**config.mk**
```make
export PLATFORM = sky130hd
export DESIGN_NAME = stopwatch_ctrl
export DESIGN_NICKNAME = d
export VERILOG_FILES = /design/src/rtl/stopwatch_pkg.sv /design/src/rtl/stopwatch_bcd_digit.sv /design/src/rtl/stopwatch_ctrl.sv
export SDC_FILE = /design/constraint.sdc
export NUM_CORES = 1
export LEC_CHECK = 0
export CAP_MARGIN = 5
export CORE_MARGIN = 4
export CORE_UTILIZATION = 49
export CTS_CLUSTER_DIAMETER = 60
export DETAILED_ROUTE_END_ITERATION = 8
export PLACE_DENSITY = 0.77
export SYNTH_ARGS = -nofsm -noshare
export SYNTH_HDL_FRONTEND = slang
export SYNTH_SLANG_ARGS = --single-unit
export TNS_END_PERCENT = 10
```
**constraint.sdc**
```tcl
create_clock -name clk -period 2.4 [get_ports clk]
set_clock_uncertainty 0.1 [all_clocks]
set_input_delay 0.6 -clock clk [delete_from_list [all_inputs] [get_ports clk]]
set_output_delay 0.6 -clock clk [all_outputs]
set_load 0.03 [all_outputs]
```
**src/rtl/stopwatch_pkg.sv**
```systemverilog
// Shared types and constants for the stopwatch controller.
// Holds the FSM state encoding, per-digit modulo limits and the digit reset value.
// No logic; imported by stopwatch_ctrl and bcd_digit.
package stopwatch_pkg;

    typedef enum logic [1:0] {
        IDLE  = 2'd0,
        RUN   = 2'd1,
        PAUSE = 2'd2
    } state_t;

    localparam logic [3:0] DIGIT_MAX_ONES = 4'd9;
    localparam logic [3:0] DIGIT_MAX_TENS = 4'd5;
    localparam logic [3:0] DIGIT_RST      = 4'd0;

endpackage

```
**src/rtl/stopwatch_bcd_digit.sv**
```systemverilog
// Single BCD digit counter, modulo MAX+1, with synchronous clear.
// Latency: q updates on the clock edge where inc/clr is sampled; carry is combinational.
// Ports: clk, reset (async active-low), clr, inc -> q[3:0], carry (= inc && q==MAX).
module bcd_digit
    import stopwatch_pkg::*;
#(
    parameter logic [3:0] MAX = DIGIT_MAX_ONES
) (
    input  logic       clk,
    input  logic       reset,
    input  logic       clr,
    input  logic       inc,
    output logic [3:0] q,
    output logic       carry
);

    logic [3:0] q_q;
    logic [3:0] q_d;

    always_comb begin
        q_d = q_q;
        if (clr) begin
            q_d = DIGIT_RST;
        end else if (inc) begin
            q_d = (q_q == MAX) ? DIGIT_RST : q_q + 4'd1;
        end
    end

    always_ff @(posedge clk or negedge reset) begin
        if (!reset) begin
            q_q <= DIGIT_RST;
        end else begin
            q_q <= q_d;
        end
    end

    assign q     = q_q;
    assign carry = inc && (q_q == MAX);

endmodule

```
**src/rtl/stopwatch_ctrl.sv**
```systemverilog
// Run/pause/clear stopwatch controller with an MM:SS BCD accumulator (wraps at 59:59).
// Latency: tick -> digits one edge; button rise -> state change after SYNC_STAGES+1 edges.
// Ports: clk, reset (async active-low), tick, btn_* in; cnt_en, BCD digits, running, wrap, lap_active out.
// Optional lap-freeze display enabled by defining STOPWATCH_LAP_EN.
module stopwatch_ctrl
    import stopwatch_pkg::*;
#(
    parameter int SYNC_STAGES = 2   // must be >= 2
) (
    input  logic       clk,
    input  logic       reset,
    input  logic       tick,
    input  logic       btn_start_stop,
    input  logic       btn_clear,
    input  logic       btn_lap,
    output logic       cnt_en,
    output logic [3:0] sec_ones,
    output logic [3:0] sec_tens,
    output logic [3:0] min_ones,
    output logic [3:0] min_tens,
    output logic       running,
    output logic       wrap,
    output logic       lap_active
);

`ifdef STOPWATCH_LAP_EN
    localparam int NBTN = 3;
    logic [NBTN-1:0] btn_in;
    assign btn_in = {btn_lap, btn_clear, btn_start_stop};
`else
    localparam int NBTN = 2;
    logic [NBTN-1:0] btn_in;
    logic            btn_lap_unused;
    assign btn_in         = {btn_clear, btn_start_stop};
    assign btn_lap_unused = btn_lap;
`endif

    // Synchronizer chain plus a delayed copy of its last stage; the pulse is
    // the first cycle the synchronized level reads 1, so a held button fires once.
    logic [NBTN-1:0] btn_pulse;

    for (genvar b = 0; b < NBTN; b++) begin : g_btn
        logic [SYNC_STAGES-1:0] sync_q;
        logic                   edge_q;

        always_ff @(posedge clk or negedge reset) begin
            if (!reset) begin
                sync_q <= '0;
                edge_q <= 1'b0;
            end else begin
                sync_q <= {sync_q[SYNC_STAGES-2:0], btn_in[b]};
                edge_q <= sync_q[SYNC_STAGES-1];
            end
        end

        assign btn_pulse[b] = sync_q[SYNC_STAGES-1] & ~edge_q;
    end

    logic ss_p;
    logic clr_p;
    assign ss_p  = btn_pulse[0];
    assign clr_p = btn_pulse[1];

    state_t state_q;
    logic   running_q;
    logic   wrap_q;

    // Counting is gated by the registered state, so a tick coincident with the
    // pause press is still counted and a late TC after pause is dropped.
    logic inc;
    assign inc = tick && (state_q == RUN);

    logic [3:0] so_q, st_q, mo_q, mt_q;
    logic       so_c, st_c, mo_c, mt_c;

    bcd_digit #(.MAX(DIGIT_MAX_ONES)) u_sec_ones (
        .clk(clk), .reset(reset), .clr(clr_p), .inc(inc),  .q(so_q), .carry(so_c));
    bcd_digit #(.MAX(DIGIT_MAX_TENS)) u_sec_tens (
        .clk(clk), .reset(reset), .clr(clr_p), .inc(so_c), .q(st_q), .carry(st_c));
    bcd_digit #(.MAX(DIGIT_MAX_ONES)) u_min_ones (
        .clk(clk), .reset(reset), .clr(clr_p), .inc(st_c), .q(mo_q), .carry(mo_c));
    bcd_digit #(.MAX(DIGIT_MAX_TENS)) u_min_tens (
        .clk(clk), .reset(reset), .clr(clr_p), .inc(mo_c), .q(mt_q), .carry(mt_c));

    // running_q is loaded with the same next-state decision as state_q, so it
    // always equals (state_q == RUN) and falls together with cnt_en.
    always_ff @(posedge clk or negedge reset) begin
        if (!reset) begin
            state_q   <= IDLE;
            running_q <= 1'b0;
            wrap_q    <= 1'b0;
        end else begin
            wrap_q <= mt_c && !clr_p;
            if (clr_p) begin
                state_q   <= IDLE;
                running_q <= 1'b0;
            end else if (ss_p) begin
                state_q   <= (state_q == RUN) ? PAUSE : RUN;
                running_q <= (state_q != RUN);
            end
        end
    end

    assign cnt_en  = (state_q == RUN);
    assign running = running_q;
    assign wrap    = wrap_q;

    logic [15:0] live_dig;
    assign live_dig = {mt_q, mo_q, st_q, so_q};

`ifdef STOPWATCH_LAP_EN
    logic        lap_p;
    logic        lap_q;
    logic [15:0] lap_dig_q;
    assign lap_p = btn_pulse[2];

    // Snapshot is taken on the setting edge; the live chain keeps counting.
    always_ff @(posedge clk or negedge reset) begin
        if (!reset) begin
            lap_q     <= 1'b0;
            lap_dig_q <= '0;
        end else if (clr_p) begin
            lap_q <= 1'b0;
        end else if (lap_p && (state_q == RUN)) begin
            lap_q <= !lap_q;
            if (!lap_q) begin
                lap_dig_q <= live_dig;
            end
        end
    end

    assign lap_active                             = lap_q;
    assign {min_tens, min_ones, sec_tens, sec_ones} = lap_q ? lap_dig_q : live_dig;
`else
    assign lap_active                             = 1'b0;
    assign {min_tens, min_ones, sec_tens, sec_ones} = live_dig;
`endif

endmodule

```
=== Word level (Yosys, flattened, before mapping) ===
Cells that the tools add are included.
W data, S select, Z words.

* Flip-flop bits (word level): 26
* Input bits: 6

* Add/subtract/negate cells: 4
* Equality and inequality tests: 6
* Mux-type cells: 17
* Bitwise operators: 4
* Reductions and logical operators: 12

{| class="wikitable"
|+ Operators with widths
! cell !! number
|-
| $mux W4 || 12
|-
| $add A4 B1 Y4 const B || 4
|-
| $reduce_bool A2 Y1 || 5
|-
| $eq A4 B3 Y1 const B || 2
|-
| $eq A4 B4 Y1 const B || 2
|-
| $logic_and A1 B1 Y1 || 6
|-
| $mux W2 || 3
|-
| $and A1 B1 Y1 || 2
|-
| $eq A2 B1 Y1 const B || 1
|-
| $mux W1 || 2
|-
| $ne A2 B1 Y1 const B || 1
|-
| $not A1 Y1 || 2
|-
| $logic_not A1 Y1 || 1
|}

=== Longest topological paths before layout ===
* Depth after elaboration: 7
* Depth in mapped cells: 7
* Mapped depth without buffers: 6

=== Modules after synthesis ===
A second synthesis with hierarchy kept.

* Cells, all modules: 118
* Area total of the unflattened synthesis: 1260.0 µm²

{| class="wikitable"
|+ By module, submodules not included
! module !! instances !! cells each !! area each (µm²) !! sequential area each (µm²)
|-
| bcd_digit (u_min_ones ...) || 2 || 26 || 241.5 || 100.1
|-
| bcd_digit (u_min_tens ...) || 2 || 23 || 231.5 || 100.1
|-
| stopwatch_ctrl || 1 || 20 || 314.1 || 225.2
|}

=== Least setup slack after synthesis ===
No wires, ideal clock.

* Kind: register to register
* From: register u_sec_ones.q_q[0], in the netlist u_sec_ones.q[0]
* To: register u_sec_tens.q_q[3], in the netlist u_sec_tens.q[3]
* Library setup time: 77 ps
* Arrival time: 1748 ps
* Data required time: 2223 ps
* Path slack: 474 ps
* Cell stages (with the launch flop): 7
* Buffers on the path: 1
* Period minus slack after synthesis: 1926 ps
* Cell sequence: dfrtp_1 ha_1 and3b_1 buf_6 nand2_4 or4_1 a21oi_1

* Word-level cells in the longest chain between the ends: 3

{| class="wikitable"
|+ RTL lines
! what !! RTL line !! RTL
|-
| from (decl) || stopwatch_bcd_digit.sv:17 || <nowiki>logic [3:0] q_q;</nowiki>
|-
| from (signal assigned) || stopwatch_bcd_digit.sv:33 || <nowiki>q_q <= q_d;</nowiki>
|-
| $eq A4 B4 Y1 || stopwatch_bcd_digit.sv:38 || <nowiki>assign carry = inc && (q_q == MAX);</nowiki>
|-
| $logic_and A1 B1 Y1 || stopwatch_bcd_digit.sv:38 ||
|-
| $reduce_bool A2 Y1 (no source line) || n/a ||
|-
| to (signal assigned) || stopwatch_bcd_digit.sv:33 ||
|-
| to (decl) || stopwatch_bcd_digit.sv:17 ||
|}

Every way passes these cells.
A chain may end at the register's enable or synchronous reset.

=== Worst setup path after layout ===
* From: register u_min_tens.q_q[0], in the netlist u_min_tens.q[0]
* To: output port min_tens[0]

{| class="wikitable"
|+ RTL lines
! what !! RTL line !! RTL
|-
| from (decl) || stopwatch_bcd_digit.sv:17 ||
|-
| from (signal assigned) || stopwatch_bcd_digit.sv:33 ||
|-
| to (decl) || stopwatch_ctrl.sv:20 || <nowiki>output logic [3:0] min_tens,</nowiki>
|}

No word-level cell between the ends.

==> run summary <==
==========================================================================================
Delay-heaviest family, CP ................................................... buffers and inverters
Sum of overflow across all layers after global routing ......................            0
Number of clock buffers inserted by TritonCTS ...............................            3
Tightest slew margin relative to the limit ..................................        0.667
Clock latency on the worst-skew pair ........................................      0.33 ns
Worst reg-to-reg setup slack ................................................      0.37 ns
Met3 Wirelength .............................................................        79 um
Syn Std Cell Area ...........................................................    1230 um^2
Largest incremental delay on the critical path ..............................      0.71 ns
Clock Sink Count ............................................................           25
Transition at the pin with the smallest max-transition slack ................     0.499 ns
Met2 WL post-DR .............................................................      1.20 mm
Max capacitance violation total .............................................            0
Proportion of power drawn by combinational gates ............................        0.147
# DRC .......................................................................            0
Net switching power .........................................................       215 uW
Number of buffers added on ports ............................................           23
Endpoint class of the critical path .........................................   output pin
Detailed-placement wirelength estimate ......................................      1.77 mm
Type of the worst setup path ................................................ flop to output pin
Arrival time of the worst setup path ........................................      1.51 ns
Crit path launch ............................................................ u_min_tens.q[0]$_DFFE_PN0P_
CTS root buf ................................................................     clkbuf_4
Instance count on the critical path .........................................            1
RSZ-0062 raised after global routing ........................................        false
Top Ports ...................................................................           26
Setup TNS ...................................................................         0 ns
Highest metal layer used by the detailed router .............................         met4
Count of standard-cell rows .................................................           17
Drt first pass iters ........................................................            4
Nets ........................................................................          160
Vias per Instance ...........................................................         5.36
Wire length of the first global-routing pass ................................      4.16 mm
Synth Area in Compound Gates ................................................        0.103
Aggregate global-route resource usage .......................................        0.158
Register bit count reported by yosys ........................................           25
Outcome .....................................................................    completed
CP required .................................................................      1.70 ns
CP Launch Type ..............................................................         flop
Part of the total power dissipated in sequential elements ...................        0.597
Syn. warnings ...............................................................            0
Leakage power figure ........................................................     0.650 nW
Number of antenna violations at the first check in global routing ...........            0
Dominant register cell in the synthesized netlist ...........................      dfrtp_1
Power per unit of standard cell area ........................................  505 nW/um^2
Average instance area after synthesis .......................................    10.2 um^2
Share of synthesized cell area in full adder, half adder and majority cells .       0.0811
Cell internal pwr ...........................................................       544 uW
Path depth of the worst reg2reg path ........................................            6
Core Util, Final ............................................................        0.655
Width of the die ............................................................      58.2 um
Share of synthesized cell area in and, or, nand and nor gates ...............        0.252
Share of cell area taken by muxes after synthesis ...........................      0.00811
H-tree depth ................................................................            1
Routability-driven placement congestion ratio ...............................        0.739
Synth Instances .............................................................          121
Distinct cells, synth .......................................................           28
Ant. Diodes .................................................................            0
Number of buffers on the longest clock path .................................            2
Total setup violations reported at the end of the flow ......................            0
Routed wire length per instance .............................................      14.1 um
Wire length reported by the detailed router .................................      2.43 mm
Async set-reset flop share out of synthesis .................................         1.00
Cell chain of the critical path ............................................. clkdlybuf4s50_1
Worst-case vdd ir drop ......................................................     0.514 mV
Critical register-to-register path endpoint ................................. u_min_tens.q[3]$_DFFE_PN0P_
Initial core utilization ....................................................        0.537
Fill count ..................................................................          196
CTS tree ....................................................................          yes
End point of the critical path ..............................................  min_tens[0]
Main combinational cell family by area after synthesis ...................... simple AND/OR/NAND/NOR gates
Overall via count from detail_route .........................................          927
Cell at the slowest stage of the critical path .............................. clkdlybuf4s50_1
Switching share of total power ..............................................        0.283
Class of the tightest hold or removal check ................................. flop to flop
Core Area ...................................................................    2300 um^2
Pin count of the biggest net entering global routing ........................           26
Share of the synthesized netlist area taken by xor and xnor gates ...........            0
Die Outline Area ............................................................    3380 um^2
Layout cell share with drive strength beyond 1 ..............................       0.0690
Highest Clock Rate ..........................................................      453 MHz
Fraction of the yosys area taken by sequential cells ........................        0.507
Number of buffers and inverters on the critical path ........................            1
Clock share of power ........................................................        0.256
Final Hold Vio Count ........................................................            0
Pins over their slew limit ..................................................            0
Starting DRC count in detailed routing ......................................           11
M1 WL .......................................................................      1.11 mm
Clock-pin slew of the registers on the worst-case setup and hold paths ......      0.15 ns
Chip height .................................................................      58.2 um
Post-Synthesis Net Count ....................................................          135
Crit Path Max Fanout ........................................................            6
EDFF count, synth ...........................................................            0
Reg-to-reg startpoint ....................................................... u_sec_ones.q[1]$_DFFE_PN0P_
Number of global-route vias before repair ...................................          934
Synth-to-Final Area Change ..................................................        22.0%
Post-route fraction of the period consumed by the critical path .............        0.920
CTS Hold Bufs ...............................................................            0
Shortest clock period the worst path allows after layout ....................      2.21 ns
Number of routed nets with antenna violations ...............................            0
==========================================================================================
-- Yosys cell counts, types with 3 or more instances --
| master | instances | area, um^2 |
|---|---|---|
| nor2b_1 | 4 | 25.0 |
| o21ai_0 | 8 | 40.0 |
| ha_1 | 8 | 100 |
| nand2_1 | 10 | 37.5 |
| nor2_1 | 7 | 26.3 |
| or3_1 | 8 | 50.1 |
| inv_1 | 5 | 18.8 |
| nand3_1 | 3 | 15.0 |
| a21oi_1 | 16 | 80.1 |
| or4_1 | 3 | 22.5 |
| dfrtp_1 | 25 | 626 |
| buf_4 | 3 | 22.5 |
| and3b_1 | 4 | 35.0 |
| nor3_1 | 3 | 15.0 |
-- metal layers --
| layer | track usage | vias up |
|---|---|---|
| li1 | - | 465 |
| met1 | 0.192 | 443 |
| met2 | 0.273 | 15 |
| met3 | 0.0267 | 4 |
| met4 | 0.0695 | 0 |
| met5 | 0 | - |
-- power groups by stage --
stage | sequential, mW | clock, mW | combinational, mW
after floorplan | 0.478 | 0 | 0.0478
after global placement | 0.461 | 0 | 0.111
after detailed placement | 0.462 | 0 | 0.115
after CTS | 0.454 | 0.199 | 0.113
after global routing | 0.457 | 0.216 | 0.122
final | 0.454 | 0.195 | 0.111
-- state kept, by name, summed over array words and instances, names as in the netlist --
signal,count
g_btn.sync_q,4
u_min_ones.q,4
u_sec_ones.q,4
u_min_tens.q,4
g_btn.edge_q,2
u_sec_tens.q,4
wrap,1
state_q,2
-- timing repair --
action	CTS	global route
resized for setup	1	0
endpoints found under the setup margin	1	0
buffers inserted	0	0
-- kinds of logic after synthesis --
kind of cell	Yosys count
DFF	25
buffers and inverters	10
AOI/OAI and AO/OA	25
other	1
muxes	1
adders and majority gates	8
and+or+nand+nor	51
-- placed cells by master, fill, tap and decap left out, drive strengths merged, types with 2 or more instances in the layout --
master / n
nand3: 4
clkdlybuf4s50: 22
inv: 5
nor2: 7
ha: 8
nor3: 3
o21ai: 8
or4: 3
nor2b: 4
dfrtp: 25
buf: 2
a21oi: 16
clkbuf: 3
or3: 8
and3b: 5
nand2: 11
-- metrics by stage --
stage	setup slack, ns	area (um^2)	power [mW]	instances	hold WS, ns
after floorplan	0.474	1230	0.525	121	0.204
after global placement	0.0993	1480	0.572	169	0.234
after detailed placement	0.0834	1480	0.577	169	0.247
after CTS	0.181	1510	0.767	173	0.279
after global routing	0.120	1510	0.796	173	0.284
final	0.192	1510	0.760	173	0.274
-- how the worst min path moves through the flow --
| stage | from | endpoint | slack [ns] | cells past startpoint |
|---|---|---|---|---|
| after global routing | g_btn[0].sync_q[0]$_DFF_PN0_ | g_btn[0].sync_q[1]$_DFF_PN0_ | 0.28 | 0 |
| after global placement | g_btn[1].sync_q[0]$_DFF_PN0_ | g_btn[1].sync_q[1]$_DFF_PN0_ | 0.23 | 0 |
| final | g_btn[0].sync_q[0]$_DFF_PN0_ | g_btn[0].sync_q[1]$_DFF_PN0_ | 0.27 | 0 |
| after CTS | g_btn[0].sync_q[0]$_DFF_PN0_ | g_btn[0].sync_q[1]$_DFF_PN0_ | 0.28 | 0 |
| after floorplan | reset | g_btn[0].edge_q$_DFF_PN0_ | 0.20 | 0 |
| after detailed placement | g_btn[0].sync_q[0]$_DFF_PN0_ | g_btn[0].sync_q[1]$_DFF_PN0_ | 0.25 | 0 |
-- cell type report --
class                   instances  area (um^2)  area share
flip-flops and latches         25          626       0.416
clock inverters                 1         7.51     0.00499
well taps                      28         35.0      0.0233
repair buffers                 25          244       0.162
multi-input cells              86          552       0.367
inverters                       5         18.8      0.0125
clock buffers                   3         22.5      0.0150
No activity file was read; power rests on OpenSTA's default activity.
